File: src/rtl/ld_point_add_if.sv
// Request/result bundle for the López-Dahab point adder: one operand pair in,
// one projective result out.
interface ld_point_add_if #(
  parameter int unsigned N = 3
);
  logic         in_valid;
  logic [N-1:0] X0;
  logic [N-1:0] Y0;
  logic [N-1:0] Z0;
  logic [N-1:0] X1;
  logic [N-1:0] Y1;
  logic [N-1:0] Z1;
  logic         out_valid;
  logic [N-1:0] X2;
  logic [N-1:0] Y2;
  logic [N-1:0] Z2;

  modport master (
    output in_valid, X0, Y0, Z0, X1, Y1, Z1,
    input  out_valid, X2, Y2, Z2
  );

  modport slave (
    input  in_valid, X0, Y0, Z0, X1, Y1, Z1,
    output out_valid, X2, Y2, Z2
  );
endinterface

File: src/rtl/ld_point_add.sv
// Elliptic-curve point addition over GF(2^N) in López-Dahab coordinates:
// P0 projective plus P1 affine, one registered result per request.
module ld_point_add #(
  parameter int unsigned    N      = 3,
  parameter logic [N:0]     POLY   = 4'b1101,
  parameter logic [N-1:0]   A_COEF = 3'b100,
  parameter logic [N-1:0]   B_COEF = 3'b001
) (
  input  logic            clk,
  input  logic            rst,
  ld_point_add_if.slave   bus
);

  // Carry-less multiply with on-the-fly reduction by POLY.
  function automatic logic [N-1:0] gf_mul(input logic [N-1:0] a,
                                          input logic [N-1:0] b);
    logic [N-1:0] acc;
    logic [N-1:0] sh;
    logic [N:0]   wide;
    acc = '0;
    sh  = a;
    for (int i = 0; i < int'(N); i++) begin
      if (b[i]) acc = acc ^ sh;
      wide = {sh, 1'b0};
      if (wide[N]) wide = wide ^ POLY;
      sh = wide[N-1:0];
    end
    return acc;
  endfunction

  function automatic logic [N-1:0] gf_sq(input logic [N-1:0] a);
    return gf_mul(a, a);
  endfunction

  logic [N-1:0] z0_sq;
  logic [N-1:0] a_val;
  logic [N-1:0] b_val;
  logic [N-1:0] m_c;
  logic [N-1:0] m_d;
  logic [N-1:0] m_e;
  logic [N-1:0] m_f;
  logic [N-1:0] m_g;
  logic [N-1:0] m_x;
  logic [N-1:0] m_y;
  logic [N-1:0] m_z;
  logic [N-1:0] d_x0_sq;
  logic [N-1:0] d_bz4;
  logic [N-1:0] d_x;
  logic [N-1:0] d_y;
  logic [N-1:0] d_z;
  logic [N-1:0] x_n;
  logic [N-1:0] y_n;
  logic [N-1:0] z_n;
  logic         p0_inf;
  logic         p1_inf;

  // Shared terms, both candidate results, then case selection.
  always_comb begin
    p0_inf = (bus.Z0 == '0);
    p1_inf = (bus.Z1 == '0);

    z0_sq = gf_sq(bus.Z0);
    a_val = gf_mul(bus.Y1, z0_sq) ^ bus.Y0;
    b_val = gf_mul(bus.X1, bus.Z0) ^ bus.X0;

    m_c = gf_mul(bus.Z0, b_val);
    m_d = gf_mul(gf_sq(b_val), m_c ^ gf_mul(A_COEF, z0_sq));
    m_z = gf_sq(m_c);
    m_e = gf_mul(a_val, m_c);
    m_x = gf_sq(a_val) ^ m_d ^ m_e;
    m_f = m_x ^ gf_mul(bus.X1, m_z);
    m_g = gf_mul(bus.X1 ^ bus.Y1, gf_sq(m_z));
    m_y = gf_mul(m_e ^ m_z, m_f) ^ m_g;

    d_x0_sq = gf_sq(bus.X0);
    d_z     = gf_mul(d_x0_sq, z0_sq);
    d_bz4   = gf_mul(B_COEF, gf_sq(z0_sq));
    d_x     = gf_sq(d_x0_sq) ^ d_bz4;
    d_y     = gf_mul(d_bz4, d_z)
            ^ gf_mul(d_x, gf_mul(A_COEF, d_z) ^ gf_sq(bus.Y0) ^ d_bz4);

    x_n = '0;
    y_n = '0;
    z_n = '0;
    if (p0_inf && p1_inf) begin
      x_n = '0;
      y_n = '0;
      z_n = '0;
    end else if (p1_inf) begin
      x_n = bus.X0;
      y_n = bus.Y0;
      z_n = bus.Z0;
    end else if (p0_inf) begin
      x_n = bus.X1;
      y_n = bus.Y1;
      z_n = N'(1);
    end else if ((a_val == '0) && (b_val == '0)) begin
      x_n = d_x;
      y_n = d_y;
      z_n = d_z;
    end else begin
      x_n = m_x;
      y_n = m_y;
      z_n = m_z;
    end

    // A zero Z means the sum is the point at infinity; emit it canonically.
    if (z_n == '0) begin
      x_n = '0;
      y_n = '0;
    end
  end

  logic         out_valid_q;
  logic [N-1:0] x2_q;
  logic [N-1:0] y2_q;
  logic [N-1:0] z2_q;

  // Result register: values held between requests, strobe lasts one cycle.
  always_ff @(posedge clk) begin
    if (rst) begin
      out_valid_q <= 1'b0;
      x2_q        <= '0;
      y2_q        <= '0;
      z2_q        <= '0;
    end else begin
      out_valid_q <= bus.in_valid;
      if (bus.in_valid) begin
        x2_q <= x_n;
        y2_q <= y_n;
        z2_q <= z_n;
      end
    end
  end

  assign bus.out_valid = out_valid_q;
  assign bus.X2        = x2_q;
  assign bus.Y2        = y2_q;
  assign bus.Z2        = z2_q;

endmodule

File: src/flat_wrapper.sv
// flat-port wrapper written by rule: the top's interface ports become plain ports
module ld_point_add_flat 
#(
  parameter int unsigned    N      = 3,
  parameter logic [N:0]     POLY   = 4'b1101,
  parameter logic [N-1:0]   A_COEF = 3'b100,
  parameter logic [N-1:0]   B_COEF = 3'b001
)
  (clk, rst, bus_in_valid, bus_X0, bus_Y0, bus_Z0, bus_X1, bus_Y1, bus_Z1, bus_out_valid, bus_X2, bus_Y2, bus_Z2);
  ld_point_add_if #(.N(N)) bus_i ();
  input  logic clk;
  input  logic rst;
  input wire logic [$bits(bus_i.in_valid)-1:0] bus_in_valid;
  input wire logic [$bits(bus_i.X0)-1:0] bus_X0;
  input wire logic [$bits(bus_i.Y0)-1:0] bus_Y0;
  input wire logic [$bits(bus_i.Z0)-1:0] bus_Z0;
  input wire logic [$bits(bus_i.X1)-1:0] bus_X1;
  input wire logic [$bits(bus_i.Y1)-1:0] bus_Y1;
  input wire logic [$bits(bus_i.Z1)-1:0] bus_Z1;
  output wire logic [$bits(bus_i.out_valid)-1:0] bus_out_valid;
  output wire logic [$bits(bus_i.X2)-1:0] bus_X2;
  output wire logic [$bits(bus_i.Y2)-1:0] bus_Y2;
  output wire logic [$bits(bus_i.Z2)-1:0] bus_Z2;
  assign bus_i.in_valid = bus_in_valid;
  assign bus_i.X0 = bus_X0;
  assign bus_i.Y0 = bus_Y0;
  assign bus_i.Z0 = bus_Z0;
  assign bus_i.X1 = bus_X1;
  assign bus_i.Y1 = bus_Y1;
  assign bus_i.Z1 = bus_Z1;
  assign bus_out_valid = bus_i.out_valid;
  assign bus_X2 = bus_i.X2;
  assign bus_Y2 = bus_i.Y2;
  assign bus_Z2 = bus_i.Z2;
  ld_point_add #(.N(N), .POLY(POLY), .A_COEF(A_COEF), .B_COEF(B_COEF)) u_core (.clk(clk), .rst(rst), .bus(bus_i));
endmodule
File: config.mk
export PLATFORM = sky130hd
export DESIGN_NAME = ld_point_add_flat
export DESIGN_NICKNAME = d
export VERILOG_FILES = /design/src/rtl/ld_point_add_if.sv /design/src/rtl/ld_point_add.sv /design/src/flat_wrapper.sv
export SDC_FILE = /design/constraint.sdc
export NUM_CORES = 1
export LEC_CHECK = 0
export ABC_AREA = 0
export CAP_MARGIN = 5
export CORE_UTILIZATION = 55
export DETAILED_ROUTE_END_ITERATION = 16
export PLACE_DENSITY = 0.72
export SLEW_MARGIN = 20
export SYNTH_ARGS = -nofsm -noshare
export SYNTH_HDL_FRONTEND = slang
export SYNTH_SLANG_ARGS = --single-unit
File: constraint.sdc
create_clock -name clk -period 5.7 [get_ports clk]
set_clock_uncertainty 0.15 [all_clocks]
set_input_delay 1.14 -clock clk [delete_from_list [all_inputs] [get_ports clk]]
set_output_delay 1.14 -clock clk [all_outputs]
set_load 0.02 [all_outputs]
# --- Yosys cells after proc, flatten, opt, wreduce, memory -nomap -nowiden ---
# Index checks and enable logic that the tools add are counted.
word_totals:
  reg_bits: 10
  inputBits: 21
  output_inout_bits: 10
  word_cells: 217
op_classes:
  muxes: 115
  bitwise: 91
  reduce_logical: 7
op_table:
  columns: ["cell", "n"]
  rows:
  - ["3-bit two-way mux", 113]
  - ["3-bit bitwise XOR", 53]
  - ["2-bit inverter", 34]
  - ["3-bit zero test", 5]
  - ["3-bit inverter", 2]
  - ["1-bit logical AND", 2]
  - ["2-bit two-way mux", 1]
  - ["1-bit inverter, first input constant", 2]
  - ["1-bit two-way mux", 1]

# --- Logic depth before layout (Yosys ltp) ---
depth:
  depth_word: 35
  depth_mapped: 17
  mapped_depth_nobuf: 13

# --- Least setup slack after synthesis ---
# No wires, ideal clock.
synth_path:
  path_kind: "input to register"
  from: "in bus_X1[1]"
  to: "reg u_core.y2_q[1], in the netlist u_core.bus.Y2[1]"
  setup_ns: 0.074
  t_arrival_ns: 4.675
  required_ns: 5.476
  path_slack_ns: 0.801
  path_stages: 14
  n_path_buf: 2
  cell_sequence: "buf_4 -> xor3_1 -> a21oi_2 -> o211ai_1 -> nand2_2 -> buf_1 -> o22ai_1 -> a31o_2 -> xnor3_1 -> or4_4 -> a211oi_1 -> a21oi_1 -> xnor3_1 -> a31oi_1"
synth_between:
  elab_chain_len: 33
  word_cells_on_any_way: 91
  cone_classes: "51 x mux; 37 x bitwise; 3 x reduce/logical"
synth_rtl:
  columns: ["item", "line_no", "source"]
  rows:
  - ["start: declaration", "flat_wrapper.sv:17", "input wire logic [$bits(bus_i.X1)-1:0] bus_X1;"]
  - ["2-bit inverter (no source line)", null, null]
  - ["3-bit two-way mux (2 in series)", "ld_point_add.sv:25", "if (wide[N]) wide = wide ^ POLY;"]
  - ["3-bit bitwise XOR", "ld_point_add.sv:23", "if (b[i]) acc = acc ^ sh;"]
  - ["3-bit two-way mux", "ld_point_add.sv:23", null]
  - ["3-bit bitwise XOR", "ld_point_add.sv:64", "b_val = gf_mul(bus.X1, bus.Z0) ^ bus.X0;"]
  - ["3-bit two-way mux", "ld_point_add.sv:23", null]
  - ["3-bit bitwise XOR", "ld_point_add.sv:23", null]
  - ["3-bit two-way mux", "ld_point_add.sv:23", null]
  - ["[... 16 more ...]", null, null]
  - ["3-bit bitwise XOR", "ld_point_add.sv:23", null]
  - ["3-bit two-way mux", "ld_point_add.sv:23", null]
  - ["3-bit bitwise XOR", "ld_point_add.sv:73", "m_y = gf_mul(m_e ^ m_z, m_f) ^ m_g;"]
  - ["3-bit two-way mux", "ld_point_add.sv:97", "end else if ((a_val == '0) && (b_val == '0)) begin"]
  - ["3-bit two-way mux", "ld_point_add.sv:93", "end else if (p0_inf) begin"]
  - ["3-bit two-way mux", "ld_point_add.sv:89", "end else if (p1_inf) begin"]
  - ["3-bit two-way mux", "ld_point_add.sv:85", "if (p0_inf && p1_inf) begin"]
  - ["3-bit two-way mux *", "ld_point_add.sv:108", "if (z_n == '0) begin"]
  - ["end signal: assignment", "ld_point_add.sv:130", "y2_q <= y_n;"]
  - ["end: declaration", "ld_point_add.sv:116", "logic [N-1:0] y2_q;"]
# Mark *: on every way between the ends. The rest lies on a longest branch, timed or not.
# A chain may end at the register's enable or synchronous reset.

# --- Worst setup path after layout ---
layout_path:
  from: "in bus_Z0[0]"
  to: "reg u_core.y2_q[0], in the netlist u_core.bus.Y2[0]"
layout_between:
  elab_chain_len: 33
  word_cells_on_any_way: 161
  cone_classes: "89 x mux; 66 x bitwise; 6 x reduce/logical"
layout_rtl:
  columns: ["item", "line_no", "source"]
  rows:
  - ["start: declaration", "flat_wrapper.sv:16", "input wire logic [$bits(bus_i.Z0)-1:0] bus_Z0;"]
  - ["3-bit two-way mux", "ld_point_add.sv:23", null]
  - ["3-bit bitwise XOR", "ld_point_add.sv:23", null]
  - ["3-bit two-way mux", "ld_point_add.sv:23", null]
  - ["3-bit bitwise XOR", "ld_point_add.sv:23", null]
  - ["3-bit two-way mux", "ld_point_add.sv:23", null]
  - ["3-bit bitwise XOR", "ld_point_add.sv:64", null]
  - ["3-bit two-way mux", "ld_point_add.sv:23", null]
  - ["3-bit bitwise XOR", "ld_point_add.sv:23", null]
  - ["[... 17 more ...]", null, null]
  - ["3-bit bitwise XOR", "ld_point_add.sv:23", null]
  - ["3-bit two-way mux", "ld_point_add.sv:23", null]
  - ["3-bit bitwise XOR", "ld_point_add.sv:73", null]
  - ["3-bit two-way mux", "ld_point_add.sv:97", null]
  - ["3-bit two-way mux", "ld_point_add.sv:93", null]
  - ["3-bit two-way mux", "ld_point_add.sv:89", null]
  - ["3-bit two-way mux", "ld_point_add.sv:85", null]
  - ["3-bit two-way mux *", "ld_point_add.sv:108", null]
# Marks and branches as above.

==> flow_summary.json <==
{
  "status": "finished, final reports clean",
  "ir_drop_uv": 158.1,
  "dpl.hpwl_um": 11690,
  "finalWeightedCongestion": 1.004,
  "finalNonFillerCells": 801,
  "synthDominantCellAreaShare_pct": 8.972,
  "fin_nets": 722,
  "drv_slew": 0,
  "dr.pass1.iters": 5,
  "yosys.area_share.simple_pct": 24.41,
  "criticalPathCategory": "primary input to flip-flop",
  "clkSinkCount": 10,
  "core_um2": 7888,
  "synth_area_leaders": "xnor2_1 (9.0%), xnor3_1 (6.9%), a21oi_1 (5.7%)",
  "cts_buffers": 3,
  "synth-main-ff-cell": "dfxtp_1",
  "worstSetupStartpointType": "primary input",
  "grt_start_max_net_pins": 34,
  "synth_cell_types": 93,
  "yosys-mux-area-fraction_pct": 4.200,
  "worstPathMaxFanout": 15,
  "root_buffer": "clkbuf_8",
  "ios": 31,
  "r2r_cells": 6,
  "p_total_mw": 1.737,
  "track_usage_pct": 35.43,
  "synth_edf_count": 0,
  "timing.hold.ws_ps": 313.4,
  "layout_worst_path_cycle_share_pct": 96.63,
  "grt_overflow": 0,
  "setup_viol": 0,
  "syn-num-nets": 673,
  "hold_path.class": "flip-flop to flip-flop",
  "drc": 0,
  "crit_family": "simple AND/OR/NAND/NOR gates",
  "drt_iter0_drc": 614,
  "antenna_cells": 0,
  "async_flop_share_pct": 0,
  "cp_slowest_cell": "clkdlybuf4s50_1",
  "path_clk_slew_ps": 50,
  "syn_area_um2": 4588,
  "numPortBuffers": 30,
  "vias": 5573,
  "synthCells": 652,
  "clkLatencyLatePin_ps": 240,
  "max_freq_mhz": 181.6,
  "cts_max_path_buffers": 2,
  "maxCapViolCount": 0,
  "rows": 32,
  "drive_gt1_share_pct": 17.88,
  "rsz0062_at_grt": "no",
  "fillCellCount": 711,
  "endpoint_kind": "flip-flop",
  "die_x_um": 93.34,
  "vias_per_cell": 6.958,
  "period_needed_ps": 5508,
  "routed_wl_um": 15740,
  "ys_seq_area_share_pct": 4.363,
  "p_leak_nw": 2.109,
  "start_util_pct": 58.17,
  "syn_to_final_growth_pct": 17.51,
  "cts_tree": "built",
  "cp.depth": 14,
  "synth.largest_area_cell": "xnor2_1",
  "wl_per_cell_um": 19.65,
  "cp_num_buf_inv": 2,
  "synth-compound-area-share_pct": 38.31,
  "avgSynthCellArea_um2": 7.037,
  "slew_headroom_pct": 61.34,
  "die_h_um": 93.34,
  "yosysWarnings": 0,
  "finalHoldViolCount": 0,
  "synth_top_family_by_area": "compound AO/OA/AOI/OAI gates",
  "pre_cts_ws_ps": -150.2,
  "worst_slack_ps": 191.9,
  "antenna_found_initial": 0,
  "synthAdderAreaFrac_pct": 0,
  "whs_path_depth": 2,
  "max_stage_delay_ps": 660,
  "ant_nets": 0,
  "cp.arrival_ps": 5470,
  "die_area_um2": 8711,
  "grt_pass1_wl_um": 24770,
  "ys_ff_latch": 10,
  "tightest_slew_ps": 578.4,
  "powerDensity_nw_per_um2": 322.1,
  "synthXorXnorAreaFrac_pct": 22.03,
  "dpl.cell_count": 791,
  "worst_ep_required_time_ps": 5660,
  "grt_pass1_vias": 4963,
  "crit_chain": "clkdlybuf4s50_1, buf_4, nor2b_1, o21ai_1, xor2_1, xor2_1, nor2_1, nor2_1, xnor3_1, or4_4, a21boi_0, o211ai_1, a2111oi_1, nor3_1",
  "htreeDepth": 1
}
-- worst min-delay path: stages (launching register included) --
cell and delay (ps):
dfxtp_1 320, nand2_1 40, o21ai_0 60
-- synth_stat cells (6+ instances only) --
master,n
a211o_1,6
a211oi_1,16
a21oi_1,52
a22oi_1,6
a31oi_1,13
and2_1,8
buf_1,7
buf_2,14
clkbuf_1,29
dfxtp_1,10
inv_1,8
mux2i_1,13
nand2_1,56
nand2b_1,9
nand3_1,19
nand4_1,6
nor2_1,45
nor2b_1,9
nor3_1,21
nor4_1,7
o211ai_1,15
o21ai_0,41
o22ai_1,12
xnor2_1,47
xnor3_1,14
xor2_1,26
-- placed cells by master (no fill, tap or decap), drive strengths merged, types with 16 or more instances in the layout --
| cell | n |
|---|---|
| buf | 73 |
| nand2 | 58 |
| a21oi | 55 |
| xnor2 | 49 |
| nor2 | 47 |
| o21ai | 44 |
| clkdlybuf4s50 | 26 |
| xor2 | 26 |
| nor3 | 22 |
| nand3 | 19 |
| a211oi | 18 |
| o211ai | 16 |
-- kinds of logic (layout without fill, tap and decap cells) --
logic type	count (synthesis)	in the layout
flip-flops	10	10
buffers and inverters	68	115
multiplexers	18	18
AO/OA/AOI/OAI	249	249
XOR/XNOR	90	90
AND/OR/NAND/NOR	217	217
-- timing repair --
action                     in CTS  in global routing
hold buffers                    0                  0
setup buffers                   0                  7
resized for setup               0                 16
setup endpoints to repair       0                  3
-- state kept, by name (all words and copies together), names as in the netlist --
name                  cells
u_core.bus.Z2             3
u_core.bus.out_valid      1
u_core.bus.X2             3
u_core.bus.Y2             3
-- path summary, 6_finish.rpt --
path / from / slack (ps) / to
max: bus_Z0[0] / 190 / u_core.bus.Y2[0]
min: u_core.bus.X2[2] / 310 / u_core.bus.X2[2]
max reg2reg: u_core.bus.Y2[0] / 4260 / u_core.bus.Y2[0]
min reg2reg: u_core.bus.X2[2] / 310 / u_core.bus.X2[2]
-- per-stage QoR --
stage	setup TNS (ps)	instance area, µm²	util [%]
floorplan	0	4588	-
global placement	-56.27	5221	66.20
detailed placement	-408.4	5221	66.20
CTS	0	5263	66.72
global route	0	5391	68.35
finish	0	5391	68.35
-- area by class of cell --
cell class | count | area [µm²] | area share, %
Timing Repair Buffer | 101 | 828.3 | 15.36
Sequential cell | 10 | 200.2 | 3.713
Inverter | 11 | 45.04 | 0.8355
Clock buffer | 3 | 41.29 | 0.7658
Multi-Input combinational cell | 574 | 4149 | 76.96
Tap cell | 102 | 127.6 | 2.367
-- power breakdown --
group | switching, mW | total [mW] | leakage [nW] | internal (mW)
sequential | 0.00919 | 0.0969 | 0.0825 | 0.0877
combinational | 0.867 | 1.57 | 2.00 | 0.699
clock | 0.0271 | 0.0733 | 0.0216 | 0.0462
-- routing by layer --
metal / global-route usage, % / routed length, µm
met1: 48.72 / 6744
met2: 58.64 / 7100
met3: 2.520 / 1395
met4: 11.28 / 501
met5: 0 / 0
(Power assumes the default switching activity.)
